$ cat config.mk
export PLATFORM = sky130hd
export DESIGN_NAME = operand_packer_16_flat
export DESIGN_NICKNAME = d
export VERILOG_FILES = /design/src/rtl/operand_packer_16_if.sv /design/src/rtl/operand_packer_16.sv /design/src/flat_wrapper.sv
export SDC_FILE = /design/constraint.sdc
export NUM_CORES = 1
export LEC_CHECK = 0
export BUFFER_PORTS_ARGS = -buffer_cell sky130_fd_sc_hd__buf_2
export CAP_MARGIN = 20
export CORE_ASPECT_RATIO = 0.5
export CORE_MARGIN = 2
export CORE_UTILIZATION = 55
export DETAILED_ROUTE_END_ITERATION = 12
export GPL_ROUTABILITY_DRIVEN = 1
export MAX_ROUTING_LAYER = met4
export PLACE_DENSITY = 0.82
export SLEW_MARGIN = 20
export SYNTH_ARGS = -nofsm -noshare
export SYNTH_HDL_FRONTEND = slang
export SYNTH_SLANG_ARGS = --single-unit
$ cat constraint.sdc
create_clock -name clk -period 3.4 [get_ports clk]
set_clock_uncertainty 0.15 [all_clocks]
set_input_delay 0.34 -clock clk [delete_from_list [all_inputs] [get_ports clk]]
set_output_delay 0.34 -clock clk [all_outputs]
set_load 0.05 [all_outputs]
$ cat src/rtl/operand_packer_16_if.sv
`default_nettype none
// ============================================================================
//  Module      : operand_packer_16_if
//  Description : Bundled input-word stream and packed-vector stream for the
//                16-lane operand packer. The slave modport is the packer's
//                view; the master modport is the view of whatever drives
//                words in and consumes vectors out.
//  Revision    : 1.0 - initial release
// ============================================================================
interface operand_packer_16_if #(
  parameter int DWIDTH = 16,
  parameter int LANES  = 16
);

  localparam int C_CNT_W = $clog2(LANES + 1);

  // Input word stream
  logic                     s_valid;
  logic                     s_ready;
  logic [DWIDTH-1:0]        s_data;
  logic                     s_last;

  // Packed vector stream
  logic                     m_valid;
  logic                     m_ready;
  logic [DWIDTH*LANES-1:0]  m_data;
  logic [C_CNT_W-1:0]       m_count;

  modport master (
    output s_valid, s_data, s_last, m_ready,
    input  s_ready, m_valid, m_data, m_count
  );

  modport slave (
    input  s_valid, s_data, s_last, m_ready,
    output s_ready, m_valid, m_data, m_count
  );

endinterface
`default_nettype wire

$ cat src/rtl/operand_packer_16.sv
`default_nettype none
// ============================================================================
//  Module      : operand_packer_16
//  Description : Serial-to-parallel operand collector. Gathers LANES words of
//                DWIDTH bits from a valid/ready stream into one packed
//                vector and hands it on through a second valid/ready stream.
//                Unfilled lanes are always zero so they are neutral for the
//                downstream adder tree.
//  Options     : OPERAND_PACKER_LAST_EN - when defined, s_last closes a
//                partial vector early (zero padded, m_count = words taken).
//                When undefined, s_last is ignored.
//  Revision    : 1.0 - initial release
// ============================================================================
module operand_packer_16 #(
  parameter int DWIDTH = 16,
  parameter int LANES  = 16
) (
  input  logic                 clk,
  input  logic                 rst,
  operand_packer_16_if.slave   bus
);

  localparam int                 C_CNT_W = $clog2(LANES + 1);
  localparam logic [C_CNT_W-1:0] C_LAST  = C_CNT_W'(LANES - 1);
  localparam logic [C_CNT_W-1:0] C_ONE   = C_CNT_W'(1);

  // FULL is exactly m_valid; FILL collects words.
  typedef enum logic [0:0] {
    FILL = 1'b0,
    FULL = 1'b1
  } state_t;

  state_t                       r_state;
  state_t                       w_state_next;
  logic [C_CNT_W-1:0]           r_cnt;
  logic [C_CNT_W-1:0]           w_cnt_next;
  logic [LANES-1:0][DWIDTH-1:0] r_lane;
  logic [LANES-1:0][DWIDTH-1:0] w_lane_next;

  logic w_s_ready;
  logic w_in_xfer;
  logic w_out_xfer;
  logic w_close;        // word accepted in FILL completes the vector
  logic w_first_close;  // word landing in lane 0 on a hand-off also closes

  // Accept while empty-handed, or while the pending vector leaves this cycle.
  assign w_s_ready  = (r_state == FILL) || bus.m_ready;
  assign w_in_xfer  = bus.s_valid && w_s_ready;
  assign w_out_xfer = (r_state == FULL) && bus.m_ready;

`ifdef OPERAND_PACKER_LAST_EN
  assign w_close       = bus.s_last || (r_cnt == C_LAST);
  assign w_first_close = bus.s_last;
`else
  logic w_unused_last;
  assign w_unused_last = bus.s_last;
  assign w_close       = (r_cnt == C_LAST);
  assign w_first_close = 1'b0;
`endif

  // Next-state, fill counter and lane contents.
  always_comb begin
    w_state_next = r_state;
    w_cnt_next   = r_cnt;
    w_lane_next  = r_lane;
    case (r_state)
      FILL: begin
        if (w_in_xfer) begin
          for (int i = 0; i < LANES; i++) begin
            if (r_cnt == C_CNT_W'(i)) begin
              w_lane_next[i] = bus.s_data;
            end
          end
          w_cnt_next = r_cnt + C_ONE;
          if (w_close) begin
            w_state_next = FULL;
          end
        end
      end
      FULL: begin
        // Held completely stable until the vector is taken.
        if (w_out_xfer) begin
          w_lane_next  = '0;
          w_cnt_next   = '0;
          w_state_next = FILL;
          // Zero-bubble hand-off: the next word starts the next vector.
          if (w_in_xfer) begin
            w_lane_next[0] = bus.s_data;
            w_cnt_next     = C_ONE;
            if (w_first_close) begin
              w_state_next = FULL;
            end
          end
        end
      end
      default: begin
        w_state_next = FILL;
        w_cnt_next   = '0;
        w_lane_next  = '0;
      end
    endcase
  end

  // State, counter and lane registers with synchronous reset.
  always_ff @(posedge clk) begin
    if (rst) begin
      r_state <= FILL;
      r_cnt   <= '0;
      r_lane  <= '0;
    end else begin
      r_state <= w_state_next;
      r_cnt   <= w_cnt_next;
      r_lane  <= w_lane_next;
    end
  end

  assign bus.s_ready = w_s_ready;
  assign bus.m_valid = (r_state == FULL);
  assign bus.m_count = (r_state == FULL) ? r_cnt : '0;
  assign bus.m_data  = r_lane;

endmodule
`default_nettype wire
$ cat src/flat_wrapper.sv
// flat-port wrapper written by rule: the top's interface ports become plain ports
module operand_packer_16_flat 
#(
  parameter int DWIDTH = 16,
  parameter int LANES  = 16
)
  (clk, rst, bus_s_valid, bus_s_data, bus_s_last, bus_m_ready, bus_s_ready, bus_m_valid, bus_m_data, bus_m_count);
  operand_packer_16_if #(.DWIDTH(DWIDTH), .LANES(LANES)) bus_i ();
  input  logic clk;
  input  logic rst;
  input wire logic [$bits(bus_i.s_valid)-1:0] bus_s_valid;
  input wire logic [$bits(bus_i.s_data)-1:0] bus_s_data;
  input wire logic [$bits(bus_i.s_last)-1:0] bus_s_last;
  input wire logic [$bits(bus_i.m_ready)-1:0] bus_m_ready;
  output wire logic [$bits(bus_i.s_ready)-1:0] bus_s_ready;
  output wire logic [$bits(bus_i.m_valid)-1:0] bus_m_valid;
  output wire logic [$bits(bus_i.m_data)-1:0] bus_m_data;
  output wire logic [$bits(bus_i.m_count)-1:0] bus_m_count;
  assign bus_i.s_valid = bus_s_valid;
  assign bus_i.s_data = bus_s_data;
  assign bus_i.s_last = bus_s_last;
  assign bus_i.m_ready = bus_m_ready;
  assign bus_s_ready = bus_i.s_ready;
  assign bus_m_valid = bus_i.m_valid;
  assign bus_m_data = bus_i.m_data;
  assign bus_m_count = bus_i.m_count;
  operand_packer_16 #(.DWIDTH(DWIDTH), .LANES(LANES)) u_core (.clk(clk), .rst(rst), .bus(bus_i));
endmodule
# After elaboration in Yosys (flattened, before gate mapping)
# Cells that the tools add are included.
totals:
  output_inout_bits: 263
  regBits: 262
classes:
  n_mux: 29
  eq_ne: 33
  reduce_logical: 21
  bitwise_logic: 1
  n_addsub: 1
ops:
  columns: ["op", "n"]
  rows:
  - ["$mux 256", 2]
  - ["$pmux 256 s2", 1]
  - ["$mux 16", 17]
  - ["$reduce_and 3->1", 16]
  - ["$eq 5x4->1 const B", 8]
  - ["$ne 2x2->1 const B", 16]
  - ["$eq 5x3->1 const B", 4]
  - ["$mux 5", 3]
  - ["$eq 5x2->1 const B", 2]
  - ["$pmux 5 s2", 1]
  - ["$add 5x1->5 const B", 1]
  - ["$eq 5x1->1 const B", 1]
  - ["$logic_not 5->1", 1]
  - ["$mux 1", 4]
  - ["$ne 2x1->1 const B", 2]
  - ["$logic_and 1x1->1", 2]
  - ["$pmux 1 s2", 1]
  - ["$reduce_and 2->1", 1]
  - ["$logic_or 1x1->1", 1]
  - ["$not 1->1", 1]

# Depth between registers and ports, before layout
# Gate-level depths: netlist of the first run.
depth:
  depth_word: 6
  ltp_mapped: 9
  mapped_depth_nobuf: 6

# Worst setup path before layout of the first run
# OpenSTA, ideal clock, no wires.
synth_timing:
  path_kind: "reg-to-output"
  from: "reg u_core.r_state (netlist: u_core.bus.m_valid)"
  to: "out bus_m_count[0]"
  stages_incl_launch_ff: 7
  path_slack_ns: 0.786
  arrival_ns: 2.124
  path_buffers: 4
  required_ns: 2.910
  path_cell_list: "dfxtp_1 -> buf_6 -> buf_4 -> inv_1 -> buf_2 -> buf_2 -> nor2_1"
synth_between:
  elab_chain_cells: 1
synth_lines:
  columns: ["element", "line", "text"]
  rows:
  - ["start, declared", "operand_packer_16.sv:33", "state_t r_state;"]
  - ["start signal, assigned", "operand_packer_16.sv:111", "r_state <= w_state_next;"]
  - ["$mux 5", "operand_packer_16.sv:119", "assign bus.m_count = (r_state == FULL) ? r_cnt : '0;"]
  - ["end, declared", "flat_wrapper.sv:18", "output wire logic [$bits(bus_i.m_count)-1:0] bus_m_count;"]
# Every way passes these cells.

# Final worst setup path of the first run
layout_timing:
  from: "reg u_core.r_state (netlist: u_core.bus.m_valid)"
  to: "out bus_m_count[1]"
# Same word-level chain as after synthesis.

==> results of run 1 <==
[worst paths after layout]
kind | slack [ns] | startpoint | cells after the start | to
max reg2reg | 0.85 | u_core.r_cnt[3] | 5 | u_core.bus.m_data[245]
max | 0.73 | u_core.bus.m_valid | 3 | bus_m_count[1]
min | 0.17 | bus_m_ready | 4 | u_core.r_cnt[3]
min reg2reg | 0.32 | u_core.bus.m_data[254] | 2 | u_core.bus.m_data[254]
[power by group through the flow]
| stage | Combinational (mW) | Clock, mW | Sequential [mW] |
|---|---|---|---|
| floorplan | 0.243 | 0 | 3.31 |
| global placement | 0.505 | 0 | 3.20 |
| detailed placement | 0.516 | 0 | 3.20 |
| CTS | 0.532 | 2.82 | 3.13 |
| global route | 0.571 | 2.93 | 3.13 |
| finish | 0.547 | 2.82 | 3.13 |
[sequential cells by signal, indices dropped and copies added, names as in the netlist]
signal,cells
u_core.bus.m_valid,1
u_core.bus.m_data,256
u_core.r_cnt,5
[synthesized netlist by cell type, types with 7 or more instances]
master     instances  area (µm²)
buf_2             90         450
nor2b_2            9        78.8
a31oi_1           16         100
o32ai_1           16         140
clkbuf_1          72         270
nand2b_1          35         219
a2bb2oi_1         16         140
dfxtp_1          262        5250
nor2b_1           11        68.8
a31o_1            15         131
a2111oi_0         17         149
o211ai_2          25         313
inv_1             38         143
nor2_1             7        26.3
a21oi_1          214        1070
nand2_1           37         139
o211ai_1         151        1130
buf_4             12        90.1
nand3_1          240        1200
[what timing repair did]
item / 4_1_cts / 5_1_grt
buffers inserted: 0 / 0
endpoints found under the hold margin: 32 / 0
gates resized for setup: 0 / 0
hold buffers: 16 / 0
[area by class of cell]
class	count	share of cell area
tap	273	0.0247
clock buffer	32	0.0477
sequential	262	0.379
inverter	38	0.0103
antenna	2	0.000362
multi-input combinational	854	0.395
timing repair buffer	329	0.133
clock inverter	10	0.0101
[cell families after synthesis]
| family | share of synthesized area |
|---|---|
| compound gates | 0.277 |
| mux | 0.00301 |
| fa+ha+maj | 0.00538 |
| flops | 0.451 |
| simple gates | 0.175 |
| buf+inv | 0.0887 |
[routing by layer]
| layer | vias to the layer above | share of wire | GRT usage | routed length [µm] |
|---|---|---|---|---|
| met5 | - | 0 | - | 0 |
| met4 | 0 | 0.034 | 0.135 | 1340 |
| met3 | 108 | 0.10 | 0.0592 | 4050 |
| met2 | 694 | 0.45 | 0.505 | 17800 |
| met1 | 5676 | 0.42 | 0.482 | 16500 |
| li1 | 5248 | - | - | - |
[critical path, cell delays in order, from the launching register on]
cell and delay (ns):
dfxtp_2 0.68, inv_1 0.49, nor2_1 0.19, buf_2 0.29
[per-stage QoR]
step	setup slack [ns]	hold WS [ns]	cell area (µm²)
after CTS	0.723	0.169	13800
after floorplan	0.786	0.325	11600
final	0.728	0.169	13800
after detailed placement	0.887	0.313	12900
after global routing	0.626	0.222	13800
after global placement	0.992	0.305	12800
==> summary.md, run 1 <==
| Metric | Value |
|---|---|
| Multi-input gate area | 0.00547 mm² |
| Vias post-DR | 11700 |
| Worst EP arrival | 2.18 ns |
| Comb pwr share | 0.084 |
| Status | complete, no violations |
| Least-Margin Pin Slew | 1.25 ns |
| Peak VDD IR | 357 µV |
| Starting Density | 0.564 |
| Setup crit end kind | output pin |
| CTS HTree Levels | 1 |
| Clock network fraction of design power | 0.434 |
| Clk Latency, worst-skew pair | 0.52 ns |
| DRT iter0 DRCs | 1714 |
| Vias/cell | 6.51 |
| WL/cell | 22.0 µm |
| I/O pins | 284 |
| Final cell count without fillers | 1800 |
| Leak pwr | 5.33 nW |
| Final wirelength | 39700 µm |
| Relative slew slack | 0.160 |
| Number of synthesized register bits | 262 |
| CTS tree | yes |
| Tcrit/Tclk final | 0.786 |
| Critical path type | reg -> out |
| Fill cell count | 1662 |
| Largest net degree at the start of global routing | 157 |
| Final #Nets | 1535 |
| Synth warn | 0 |
| Reg clk slew, reported paths | 0.07 ns |
| Total grt overflow | 0 |
| Max-cap viol count | 0 |
| Post-DRT Antenna Nets | 0 |
| Total power | 6.50 mW |
| Register area share after synthesis | 0.451 |
| Unrepaired setup endpoints after global routing | false |
| Syn Inst Count | 1339 |
| Post-synth top flop | dfxtp_1 |
| Commonest non-fill, non-tap cell in the layout | buf_2 |
| Worst Hold Class | in -> reg |
| Avg Cell Area, Syn | 8.69 µm² |
| CTS max path bufs | 3 |
| RD Place Congestion | 0.822 |
| Power Internal | 4.84 mW |
| First-pass GRT wire length | 59700 µm |
| Number of iterations in the first detailed-routing pass | 7 |
| HPWL after DPL | 23800 µm |
| Final setup viols | 0 |
| Post-synthesis cell type count | 50 |
| Total CTS buffers | 24 |
| Setup TNS | 0 ns |
| # clock sinks | 262 |
| Net Sw Power | 1.66 mW |
| Max FO, Critical Path | 21 |
| Layout cell share with drive strength beyond 1 | 0.270 |
| Die width | 210 µm |
| P&R area growth vs syn | 19.0% |
| Post-synth ARST share | 0 |
| Root Buffer | clkbuf_16 |
| Initial antenna violation count | 1 |
| Row count | 37 |
| EDFF count, synth | 0 |
| Crit start category | register |
| Total Routing Usage GR | 0.347 |
| Port bufs | 282 |
| Sw Share | 0.256 |
| Final core occ | 0.670 |
| Vias in the first global route | 10500 |
| Storage cell area | 0.00525 mm² |
| Data required, critical path | 2.91 ns |
| DR DRC count | 0 |
| Final count of pins violating max slew | 0 |
| Die Area | 0.0224 mm² |
| Die H | 107 µm |
| Final Hold Viols | 0 |
| Mapped Area | 0.0116 mm² |
| Most frequent cells in the layout | buf_2, dfxtp_1, nand3_1 |
| Fmax | 374 MHz |
| Pwr Density | 470 mW/mm² |
| Post-layout minimum cycle time | 2.67 ns |
| Sequential Power Share | 0.481 |
| Core area | 0.0206 mm² |
| # placed instances | 1740 |
| Synth Net Count | 1365 |
Note: power is estimated with default switching activity, not from simulation.
==> inputs of run 2 (changes only) <==
Settings changed: ABC_AREA set to 1, CORE_UTILIZATION 55 to 52, PLACE_DENSITY 0.82 to 0.79.
Clock period 3.4 ns to 2.5 ns, I/O delays scaled along.
==> run 2 against run 1 <==
Against the previous run:
- hold slack lost 0.11 ns
- critical endpoint is now u_core.bus.m_data[62]
- clock power grew 36%
- synthesized cell count shrank 0.15%
- sequential share of layout area grew 2.7 points
- combinational power grew 27%
- count of clock-buffer cells in the layout grew 6
- via count shrank 5.8%
- register-to-register slack lost 0.66 ns
- first-iteration DRC count shrank 23%
- synthesized area shrank 11%
- non-clock buffer count grew 5
- global-route usage shrank 1.3 points
==> summary.md, run 2 <==
| Metric | Value |
|---|---|
| Status | complete, no violations |
| Yosys top cell area share | 0.505 |
| Least-Margin Pin Slew | 1.18 ns |
| Clk Latency, worst-skew pair | 0.53 ns |
| WL/cell | 19.8 µm |
| Initial antenna violation count | 1 |
| Total power | 8.78 mW |
| Final cell count without fillers | 1837 |
| Data required, critical path | 2.74 ns |
| Post-layout minimum cycle time | 2.31 ns |
| Starting Density | 0.532 |
| R2R cell count | 6 |
| Post-DP Area | 0.0119 mm² |
| Most frequent cells in the layout | nand3_1, buf_2, a21oi_1 |
| Unrepaired setup endpoints after global routing | false |
| CP max stage delay | 0.46 ns |
| Max reg flops | 256 |
| Synth warn | 0 |
| Post-DRT Antenna Nets | 0 |
| RD Place Congestion | 0.911 |
| Post-synth top flop | dfxtp_1 |
| Relative slew slack | 0.211 |
| Register area share after synthesis | 0.505 |
| Final count of pins violating max slew | 0 |
| Critical path type | reg -> reg |
| Leak pwr | 5.36 nW |
| Multi-input gate area | 0.00440 mm² |
| Final setup viols | 0 |
| Final wirelength | 36400 µm |
| Final Cell Area | 0.0129 mm² |
| Setup crit end kind | register |
| Worst setup margin | 0.185 ns |
| Storage cell area | 0.00525 mm² |
| Commonest non-fill, non-tap cell in the layout | nand3_1 |
| Number of synthesized register bits | 262 |
| Critical R2R Launch | u_core.r_cnt[0] |
| R2r endpoint | u_core.bus.m_data[62] |
| Post-synthesis cell type count | 18 |
| Number of iterations in the first detailed-routing pass | 6 |
| CTS max path bufs | 3 |
| Total Routing Usage GR | 0.334 |
| Critical-path top delay cell | nand2_1 |
| EDFF count, synth | 0 |
| Die width | 204 µm |
| HPWL after DPL | 22900 µm |
| Die H | 104 µm |
| Core area | 0.0195 mm² |
| Largest cells by area after synthesis | dfxtp_1, nand3_1, a21oi_1, nand2_1, buf_2 |
| Count leader, synth | nand3_1 |
| WHS Endpoint | u_core.r_cnt[2] |
| Post-synth top cells | nand3_1, a21oi_1, dfxtp_1 |
| Reg2reg setup slack | 0.19 ns |
| # placed instances | 1775 |
| Syn Inst Count | 1337 |
| Avg Cell Area, Syn | 7.76 µm² |
| Crit start category | register |
| Peak VDD IR | 591 µV |
| Setup TNS | 0 ns |
| Max FO, Critical Path | 18 |
| Post-synth ARST share | 0 |
| Final #Nets | 1578 |
| Vias post-DR | 11100 |
| Pwr Density | 680 mW/mm² |
| Total CTS buffers | 24 |
| DR DRC count | 0 |
| Critical path's most frequent cell | nand3_1 |
| Port bufs | 282 |
| # clock sinks | 262 |
| Largest net degree at the start of global routing | 132 |
| Hold Startpoint | bus_s_valid |
| Die Area | 0.0212 mm² |
| Synth Net Count | 1363 |
| Max-cap viol count | 0 |
| Place WS | 0.249 ns |
| Synth area leader | dfxtp_1 |
| Root Buffer | clkbuf_16 |
| I/O pins | 284 |
| Total grt overflow | 0 |
| WHS Path Cells | 3 |
| CTS HTree Levels | 1 |
| Crit-path cells | ha_1 -> nand3_1 -> nor2_4 -> nand2_1 -> nand3_1 -> a21oi_1 |
| Worst EP arrival | 2.55 ns |
| P&R area growth vs syn | 24.4% |
| Fill cell count | 1673 |
| Mapped Area | 0.0104 mm² |
| Tcrit/Tclk final | 0.926 |
| Final Hold Viols | 0 |
| CTS tree | yes |
| Vias in the first global route | 9960 |
| Final core occ | 0.662 |
| Row count | 36 |
| Worst Hold Class | in -> reg |
| Reg clk slew, reported paths | 0.07 ns |
| Vias/cell | 6.02 |
| Fmax | 432 MHz |
| Minimum hold slack | 0.0589 ns |
| Layout cell share with drive strength beyond 1 | 0.245 |
| DRT iter0 DRCs | 1314 |
| First-pass GRT wire length | 54400 µm |
-- run 2: cell types whose count changed in the layout (fill, tap and decap cells not counted), sizes merged, moves of 20 or more --
cell    before  now
nand2       37   79
o211ai     176    0
nand3      240  468
nor2         8   44
nor2b       20    0
nand2b      35    0
a21oi      215  278
-- run 2: routing by layer --
| layer | up-vias | routed length [µm] | GRT usage |
|---|---|---|---|
| met5 | - | 0 | - |
| met4 | 0 | 1200 | 0.131 |
| met3 | 88 | 3890 | 0.0799 |
| met2 | 614 | 16700 | 0.503 |
| met1 | 5303 | 14700 | 0.434 |
| li1 | 5045 | - | - |
-- run 2: cell families after synthesis --
family | synth area share
buffers and inverters | 0.0797
DFF | 0.505
adders and majority gates | 0.00603
and+or+nand+nor | 0.274
AOI/OAI and AO/OA | 0.135
-- run 2: cell type report --
class                      count  area share
sequential                   262       0.406
multi-input combinational    879       0.341
timing repair buffer         334       0.149
clock buffer                  38      0.0561
tap                          266      0.0258
inverter                      51      0.0148
clock inverter                 6     0.00669
antenna                        1    0.000194
-- run 2: worst max-delay path by stage --
stage,start,slack (ns),end
after floorplan,u_core.bus.m_valid,0.25,u_core.bus.m_data[11]
after global placement,u_core.r_cnt[0],0.36,u_core.bus.m_data[62]
after detailed placement,u_core.r_cnt[1],0.25,u_core.bus.m_data[190]
after CTS,u_core.r_cnt[1],0.20,u_core.bus.m_data[183]
after global routing,u_core.r_cnt[0],0.004,u_core.bus.m_data[62]
final,u_core.r_cnt[0],0.19,u_core.bus.m_data[62]
-- run 2: timing repair --
action,4_1_cts,5_1_grt
endpoints found under the hold margin,19,0
endpoints found under the setup margin,0,1
resized for setup,0,1
setup buffers,0,0
hold buffers,17,0
-- run 2: critical path: cells and delay by family, from the launching register on --
kind	cells	cell delay, ns
AOI/OAI and AO/OA	1	0.08
and+or+nand+nor	4	1.28
DFF	1	0.43
adders and majority gates	1	0.21
-- run 2: power by group --
part	internal (mW)	switching [mW]
clock network	2.20	1.64
logic	0.152	0.544
registers	4.22	0.0308
total	6.57	2.21
